==> config.mk <==
export PLATFORM = sky130hd
export DESIGN_NAME = mem_access
export DESIGN_NICKNAME = d
export VERILOG_FILES = /design/src/rtl/mem_access_pkg.sv /design/src/rtl/mem_lane_align.sv /design/src/rtl/mem_access.sv
export SDC_FILE = /design/constraint.sdc
export NUM_CORES = 1
export LEC_CHECK = 0
export ABC_CLOCK_PERIOD_IN_PS = 2520
export CORE_MARGIN = 2
export CORE_UTILIZATION = 44
export CTS_CLUSTER_DIAMETER = 60
export DETAILED_ROUTE_END_ITERATION = 6
export PLACE_DENSITY = 0.84
export SYNTH_ARGS = -nofsm -noshare
export SYNTH_HDL_FRONTEND = slang
export SYNTH_SLANG_ARGS = --single-unit
==> constraint.sdc <==
create_clock -name clk -period 2.52 [get_ports clk]
set_input_delay 0.756 -clock clk [delete_from_list [all_inputs] [get_ports clk]]
set_output_delay 0.756 -clock clk [all_outputs]
set_load 0.03 [all_outputs]
==> src/rtl/mem_access_pkg.sv <==
// Shared load/store encodings and mem_access FSM states.
// func3 width codes are also used by the execute stage.
package mem_access_pkg;

  localparam logic [2:0] LS_B  = 3'b000;
  localparam logic [2:0] LS_H  = 3'b001;
  localparam logic [2:0] LS_W  = 3'b010;
  localparam logic [2:0] LS_BU = 3'b100;
  localparam logic [2:0] LS_HU = 3'b101;

  typedef enum logic [1:0] {
    ST_IDLE,
    ST_REQ,
    ST_RESP,
    ST_ERR
  } ma_state_e;

  // Undefined func3 codes fall into the word case.
  function automatic logic ls_misaligned(
    input logic [2:0] f3,
    input logic [1:0] off
  );
    case (f3)
      LS_B, LS_BU: ls_misaligned = 1'b0;
      LS_H, LS_HU: ls_misaligned = off[0];
      default:     ls_misaligned = (off != 2'b00);
    endcase
  endfunction

endpackage

==> src/rtl/mem_lane_align.sv <==
// Byte-lane steering: store byte enables / data replication, load extract + extend.
// Ports: i_func3, i_off, i_wdata, i_rdata -> o_be, o_wdata, o_rdata (combinational).
module mem_lane_align
  import mem_access_pkg::*;
(
  input  logic [2:0]  i_func3,
  input  logic [1:0]  i_off,
  input  logic [31:0] i_wdata,
  input  logic [31:0] i_rdata,
  output logic [3:0]  o_be,
  output logic [31:0] o_wdata,
  output logic [31:0] o_rdata
);

  logic        w_b;
  logic        w_h;
  logic        w_sx;
  logic [4:0]  w_sh;
  logic [31:0] w_shf;

  assign w_b  = (i_func3 == LS_B) || (i_func3 == LS_BU);
  assign w_h  = (i_func3 == LS_H) || (i_func3 == LS_HU);
  assign w_sx = ~i_func3[2];

  // Misaligned offsets are truncated to the access width.
  always_comb begin
    o_be    = 4'b1111;
    o_wdata = i_wdata;
    w_sh    = 5'd0;
    unique case (1'b1)
      w_b: begin
        o_be    = 4'b0001 << i_off;
        o_wdata = {4{i_wdata[7:0]}};
        w_sh    = {i_off, 3'b000};
      end
      w_h: begin
        o_be    = i_off[1] ? 4'b1100 : 4'b0011;
        o_wdata = {2{i_wdata[15:0]}};
        w_sh    = {i_off[1], 4'b0000};
      end
      default: ;
    endcase
  end

  assign w_shf = i_rdata >> w_sh;

  always_comb begin
    o_rdata = w_shf;
    unique case (1'b1)
      w_b: o_rdata = {{24{w_sx & w_shf[7]}}, w_shf[7:0]};
      w_h: o_rdata = {{16{w_sx & w_shf[15]}}, w_shf[15:0]};
      default: ;
    endcase
  end

endmodule

==> src/rtl/mem_access.sv <==
// Memory-access stage: req/ack data bus, writeback + stall to upstream.
// Ports: clk, reset (sync, active-low), execute inputs, mem_* bus,
// wb_valid/wb_data/dest_o, stall_o, bus_err. Optional misalign trap and
// misalign_o port under MRISCV_MISALIGN_TRAP_EN.
module mem_access
  import mem_access_pkg::*;
#(
  parameter int unsigned TIMEOUT = 16
) (
  input  logic        clk,
  input  logic        reset,
  input  logic        valid_i,
  input  logic        is_load,
  input  logic        is_store,
  input  logic [31:0] result,
  input  logic [31:0] store_data,
  input  logic [2:0]  func3,
  input  logic [4:0]  dest_i,
  output logic        stall_o,
  output logic        mem_req,
  output logic        mem_we,
  output logic [31:0] mem_addr,
  output logic [3:0]  mem_be,
  output logic [31:0] mem_wdata,
  input  logic [31:0] mem_rdata,
  input  logic        mem_ack,
  output logic        wb_valid,
  output logic [31:0] wb_data,
  output logic [4:0]  dest_o,
`ifdef MRISCV_MISALIGN_TRAP_EN
  output logic        misalign_o,
`endif
  output logic        bus_err
);

  localparam int unsigned CW = (TIMEOUT > 1) ? $clog2(TIMEOUT) : 1;

  ma_state_e   r_state;
  ma_state_e   w_nxt;
  logic [31:0] r_addr;
  logic [31:0] r_sdata;
  logic [2:0]  r_f3;
  logic [4:0]  r_dest;
  logic        r_we;
  logic [CW-1:0] r_cnt;
  logic        r_wb_valid;
  logic [31:0] r_wb_data;
  logic [4:0]  r_dest_o;
  logic        r_bus_err;
  logic        w_ls;
  logic        w_trap;
  logic        w_tmo;
  logic [3:0]  w_be;
  logic [31:0] w_wdata;
  logic [31:0] w_ld;

  assign w_ls  = is_load | is_store;
  assign w_tmo = (TIMEOUT != 0) && (r_cnt == CW'(TIMEOUT - 1));

`ifdef MRISCV_MISALIGN_TRAP_EN
  logic r_mis;
  assign w_trap     = ls_misaligned(func3, result[1:0]);
  assign misalign_o = r_mis;
`else
  assign w_trap = 1'b0;
`endif

  mem_lane_align u_align (
    .i_func3 (r_f3),
    .i_off   (r_addr[1:0]),
    .i_wdata (r_sdata),
    .i_rdata (mem_rdata),
    .o_be    (w_be),
    .o_wdata (w_wdata),
    .o_rdata (w_ld)
  );

  always_ff @(posedge clk) begin
    if (!reset) r_state <= ST_IDLE;
    else        r_state <= w_nxt;
  end

  always_comb begin
    w_nxt = r_state;
    case (r_state)
      ST_IDLE:
        if (valid_i && w_ls) w_nxt = w_trap ? ST_ERR : ST_REQ;
      ST_REQ:
        if (mem_ack)    w_nxt = ST_RESP;
        else if (w_tmo) w_nxt = ST_ERR;
      default: w_nxt = ST_IDLE;
    endcase
  end

  always_comb begin
    stall_o   = 1'b0;
    mem_req   = 1'b0;
    mem_we    = 1'b0;
    mem_addr  = '0;
    mem_be    = '0;
    mem_wdata = '0;
    case (r_state)
      ST_IDLE: stall_o = valid_i & w_ls;
      ST_REQ: begin
        stall_o   = 1'b1;
        mem_req   = 1'b1;
        mem_we    = r_we;
        mem_addr  = {r_addr[31:2], 2'b00};
        mem_be    = w_be;
        mem_wdata = w_wdata;
      end
      default: ;
    endcase
  end

  // Writeback regs hold one-cycle pulses; values are zero when idle.
  always_ff @(posedge clk) begin
    if (!reset) begin
      r_addr     <= '0;
      r_sdata    <= '0;
      r_f3       <= '0;
      r_dest     <= '0;
      r_we       <= 1'b0;
      r_cnt      <= '0;
      r_wb_valid <= 1'b0;
      r_wb_data  <= '0;
      r_dest_o   <= '0;
      r_bus_err  <= 1'b0;
`ifdef MRISCV_MISALIGN_TRAP_EN
      r_mis      <= 1'b0;
`endif
    end else begin
      r_wb_valid <= 1'b0;
      r_wb_data  <= '0;
      r_dest_o   <= '0;
      r_bus_err  <= 1'b0;
`ifdef MRISCV_MISALIGN_TRAP_EN
      r_mis      <= 1'b0;
`endif
      case (r_state)
        ST_IDLE: begin
          r_cnt <= '0;
          if (valid_i && !w_ls) begin
            r_wb_valid <= 1'b1;
            r_wb_data  <= result;
            r_dest_o   <= dest_i;
          end else if (valid_i) begin
            r_addr  <= result;
            r_sdata <= store_data;
            r_f3    <= func3;
            r_dest  <= dest_i;
            r_we    <= ~is_load;
            if (w_trap) begin
              r_bus_err <= 1'b1;
`ifdef MRISCV_MISALIGN_TRAP_EN
              r_mis     <= 1'b1;
`endif
            end
          end
        end
        ST_REQ: begin
          if (mem_ack) begin
            r_wb_valid <= 1'b1;
            if (!r_we) begin
              r_wb_data <= w_ld;
              r_dest_o  <= r_dest;
            end
          end else if (w_tmo) begin
            r_bus_err <= 1'b1;
          end else begin
            r_cnt <= r_cnt + 1'b1;
          end
        end
        default: ;
      endcase
    end
  end

  assign wb_valid = r_wb_valid;
  assign wb_data  = r_wb_data;
  assign dest_o   = r_dest_o;
  assign bus_err  = r_bus_err;

endmodule

[Word-level counts from Yosys, hierarchy flattened]
Cells that the tools add are included.
Widths: inputs -> output; s select.
Word-level totals
  flip-flop bits (word level): 118
  latch bits: 0
  bits in writable memories: 0
  ROM bits: 0
  input port bits: 110
  output and inout bits: 110
  word-level logic and storage cells: 74
  memories kept: 0
Cells by class
  add/subtract/negate cells: 1
  multipliers: 0
  div/mod/pow operators: 0
  order comparisons: 0
  eq/ne operators: 9
  shifts and indexed selects: 2
  muxes and demuxes: 30
  bitwise gates (word level): 9
  reductions and logical operators: 12
Operator list (number)
  $pmux 32 s2: 3
  $mux 32: 5
  $shr 32x5->32: 1
  $pmux 5 s2: 2
  $mux 4: 4
  $pmux 4 s2: 2
  $mux 5: 3
  $eq 3x3->1 const B: 2
  $mux 2: 3
  $ne 2x2->1 const B: 3
  $reduce_and 3->1: 2
  $mux 1: 5
  $not 1->1: 5
  $add 4x1->4 const B: 1
  $eq 4x4->1 const B: 1
  $pmux 1 s2: 2
  $pmux 2 s2: 1
  $shl 1x2->4 const A: 1
  $and 1x1->1: 3
  $eq 3x1->1 const B: 1
  $logic_not 3->1: 1
  $ne 3x3->1 const B: 1
  $reduce_or 3->1: 1
  $eq 2x1->1 const B: 1
  7 further kinds: 9

[Depth between registers and ports, before layout]
  depth in word-level cells: 9
  gate-level depth with buffers: 9
  gate-level depth less buffers: 6

[Modules after synthesis]
A second synthesis with hierarchy kept.
Unflattened totals
  cell total of the unflattened synthesis: 723
  area total of the unflattened synthesis: 6418.7 um^2
By module, submodules not included
  mem_access: times used 1, cells each 569, area an instance 5087.4 um^2, seq. area each 2362.3 um^2
  mem_lane_align: times used 1, cells each 154, area an instance 1331.3 um^2, seq. area each 0.0 um^2

[Worst setup path after synthesis]
OpenSTA, ideal clock, no wires.
  path kind: flip-flop to output port
  start point: register r_f3[0]
  end point: output port mem_be[1]
  data arrival time: 1.936 ns
  data required time: 1.764 ns
  slack: -0.172 ns
  stages on the path, launching flop included: 6
  path buffers: 2
  cell sequence: dfxtp_1 clkbuf_1 or2_2 clkbuf_1 nor2_1 nor3_1
Between the ends
  word-level cells in the longest chain between the ends: 4
Ends and longest elaborated chain
  start, declared: line mem_access.sv:42  | logic [2:0] r_f3;
  start signal, assigned: line mem_access.sv:150  | r_f3 <= func3;
  $eq 3x1->1, or another cell as far along: line mem_lane_align.sv:22  | assign w_h = (i_func3 == LS_H) || (i_func3 == LS_HU);
  $logic_or 1x1->1 (on tied branches): line mem_lane_align.sv:22, mem_lane_align.sv:21
  $pmux 4 s2 (*): line mem_lane_align.sv:30  | unique case (1'b1)
  $mux 4 (*): line mem_access.sv:102  | case (r_state)
  end, declared: line mem_access.sv:23  | output logic [3:0] mem_be,
Every way passes the cells marked *; elsewhere a longest branch is shown, timed or not.

[Worst setup path after layout]
  start point: register r_f3[0]
  end point: output port mem_be[0]
Same word-level chain as after synthesis.

==> results.yml <==
status:
  status: "completed"
worst_hold_path:
  min_from: "r_addr[26]$_SDFFE_PN0P_"
  hold_depth: 2
  min_path_type: "flop to flop"
  min_to: "r_addr[26]$_SDFFE_PN0P_"
worst_setup_path:
  required_ns: 1.76
  r2r-end: "wb_data[27]$_SDFF_PN0_"
  crit_top_cell: "buf_12"
  slowest_stage: "dfxtp_1"
  worstSetupEndpointType: "primary output"
  max_stage_delay_ns: 0.37
  crit_fanout: 10
  reg2reg_depth: 7
  path_cells: "buf_12 > nor2_1 > buf_4 > and2_2 > nor3_4 > buf_12"
  start_kind: "flop"
  rr_startpoint: "r_f3[0]$_SDFFE_PN0P_"
  arrival_ns: 1.71
  r2r_slack_ns: 0.31
  crit_type: "flop to primary output"
clock_network:
  cts_sinks: 118
  cts_tree: "built"
  cts_buffers: 17
  cts_root_buf: "clkbuf_16"
  cts_max_level: 4
  clk_pin_slew_ns: 0.05
  ctsLongestPathBuffers: 2
  insertion_delay_ns: 0.41
power_and_ir_drop:
  leakagePower_nw: 3.375
  powerDensity_mw_per_mm2: 637.8
  ir_worst_vdd_mv: 0.4187
timing:
  period_share: 0.9783
  rsz0062_at_grt: "yes"
  setup_tns_ns: 0
  period_needed_ns: 2.465
  slew_violations: 0
  setup_violations: 0
  skew_ns: 0.008590
  finalWorstSetupSlack_ns: 0.05458
  hold_viol: 0
  max_freq_mhz: 405.6
  max-slew-margin-rel: 0.5857
  tightest_slew_ns: 0.6215
global_route:
  grt_util_all_layers: 0.2730
  grt_pass1_wl_um: 28030
  grt_remaining_overflow: 0
  antenna_found_initial: 0
  grt_max_degree: 41
  grt_pass1_vias: 5329
yosys:
  synth_top_area_share: 0.4255
  ys_seq_area_frac: 0.4255
  yosysWarnings: 0
  synth-seq-cells: 118
  synth_area_sq_mm: 0.005552
  synth_area_leaders: "dfxtp_1 43%, nand2_1 12%, a21boi_1 9.5%"
  synth_area_per_cell_sq_um: 8.386
  yosysTopAreaCell: "dfxtp_1"
  synth_flop_cell: "dfxtp_1"
  synthCells: 662
  async_reset_ff_frac: 0
  synth-edff-count: 0
  synthDistinctLibCells: 49
floorplan:
  row_count: 41
  start_util: 0.4453
  fp.dieArea_sq_mm: 0.01353
  die_y_um: 116.3
  die_w_um: 116.3
  io_pins: 220
  core_sq_mm: 0.01247
detailed_routing:
  routedWlPerCell_um: 17.57
  first_pass_iters: 5
  met3_length_um: 1488
  drt_iter0_markers: 500
  vias: 5635
  dr_wl_met2_um: 9050
  met1_length_um: 7532
  vias_per_cell: 5.286
  antenna_left: 0
  highest-signal-layer: "met4"
  drc_errors: 0
  wirelength_um: 18730
place:
  dp_cells: 1034
  place_ws_ns: -0.03702
  gp_congestion: 0.8462
  port_buffers: 217
  dp_hpwl_um: 13290
cells_and_area:
  antenna_cells: 0
  area_growth_pct: 54.38
  fin_util: 0.6875
  nets: 993
  finalNonFillerCells: 1066
  drive_gt1_frac: 0.1711
flow_run:
  cap_violations: 0
worst max-delay path by stage:
stage | slack (ns) | cells after the start | from | to
floorplan | 0.02 | 5 | r_f3[0]$_SDFFE_PN0P_ | mem_wdata[10]
global placement | -0.02 | 5 | mem_ack | wb_data[18]$_SDFF_PN0_
detailed placement | -0.04 | 5 | mem_ack | wb_data[26]$_SDFF_PN0_
CTS | -0.19 | 6 | r_f3[0]$_SDFFE_PN0P_ | mem_be[0]
global route | -0.007 | 5 | r_state[1]$_SDFFE_PN0P_ | mem_wdata[5]
finish | 0.05 | 6 | r_f3[0]$_SDFFE_PN0P_ | mem_be[0]
synth_stat cells, types with 8 or more instances:
cell      number
and2_1        41
a22oi_1        8
nor2b_1       12
nand2_1      172
buf_2         14
nor2_1        37
a21oi_1       34
a21boi_1      70
a221o_1       16
mux2i_1       17
clkbuf_1      33
dfxtp_1      118
a22o_1         8
power by group:
part           internal (W)  switching (W)  total [W]
logic              0.000465       0.000518   0.000983
registers           0.00197      0.0000582    0.00202
clock network       0.00162       0.000839    0.00246
what timing repair did:
item / CTS / global route
hold buffers: 0 / 0
gates cloned: 0 / 0
setup endpoints to repair: 54 / 40
buffers inserted: 0 / 1
gates resized for setup: 86 / 60
pin swaps: 1 / 3
per-stage QoR:
step	area [sq um]	total power [W]	hold WS, ns
2_1_floorplan	5565	0.002547	0.4305
3_3_place_gp	8059	0.003020	0.4362
3_5_place_dp	8059	0.003034	0.4408
4_1_cts	8631	0.005477	0.4482
5_1_grt	8571	0.005648	0.4644
6_report	8571	0.005466	0.4465
layer usage:
layer | vias to the layer above | global-route usage
met5 | - | 0
met4 | 0 | 0.1349
met3 | 43 | 0.05864
met2 | 252 | 0.4667
met1 | 2651 | 0.3254
li1 | 2689 | -
registers in the layout, indices dropped and copies added (netlist names), 2 cells and up:
| name | flops |
|---|---|
| r_state | 2 |
| r_sdata | 32 |
| wb_data | 32 |
| r_dest | 5 |
| r_addr | 32 |
| r_cnt | 4 |
| dest_o | 5 |
| r_f3 | 3 |
layout by cell type, fill, tap and decap left out, types with 8 or more instances in the layout:
cell type        Yosys  final
clkdlybuf4s50_1      0    147
a21boi_1            70     70
dlygate4sd2_1        0     10
a22o_1               8      8
o21ai_1              7      8
and2_1              41     40
clkbuf_16            0     17
nor2b_1             12     12
mux2i_1             17     15
a221o_1             16     16
dfxtp_1            118    118
nor2_1              37     35
a21oi_1             34     33
clkbuf_2             0     23
buf_12               0     11
buf_4                4     48
nand2_1            172    172
a22oi_1              8      8
area by class of cell:
| cell class | instances | area (sq um) |
|---|---|---|
| Fill cell | 994 | 3895 |
| Multi-Input combinational cell | 486 | 2972 |
| Tap cell | 172 | 215.2 |
| Clock buffer | 22 | 474.2 |
| Timing Repair Buffer | 257 | 2415 |
| Sequential cell | 118 | 2362 |
| Clock inverter | 9 | 125.1 |
| Inverter | 2 | 7.507 |
logic make-up (layout without fill, tap and decap cells):
family                     after synthesis  after routing  synth area share
and+or+nand+nor                        294            294            0.2432
AOI/OAI and AO/OA                      164            164            0.2161
DFF                                    118            118            0.4255
buffers and inverters                   59            290           0.05116
muxes                                   25             25           0.06108
adders and majority gates                1              1          0.002253
other                                    1              2         0.0006755
critical path, delay by kind of cell (launching register included):
| kind | cells | cell delay [ns] |
|---|---|---|
| buffers and inverters | 3 | 0.48 |
| DFF | 1 | 0.37 |
| and+or+nand+nor | 3 | 0.46 |
Note: power is estimated with default switching activity, not from simulation.
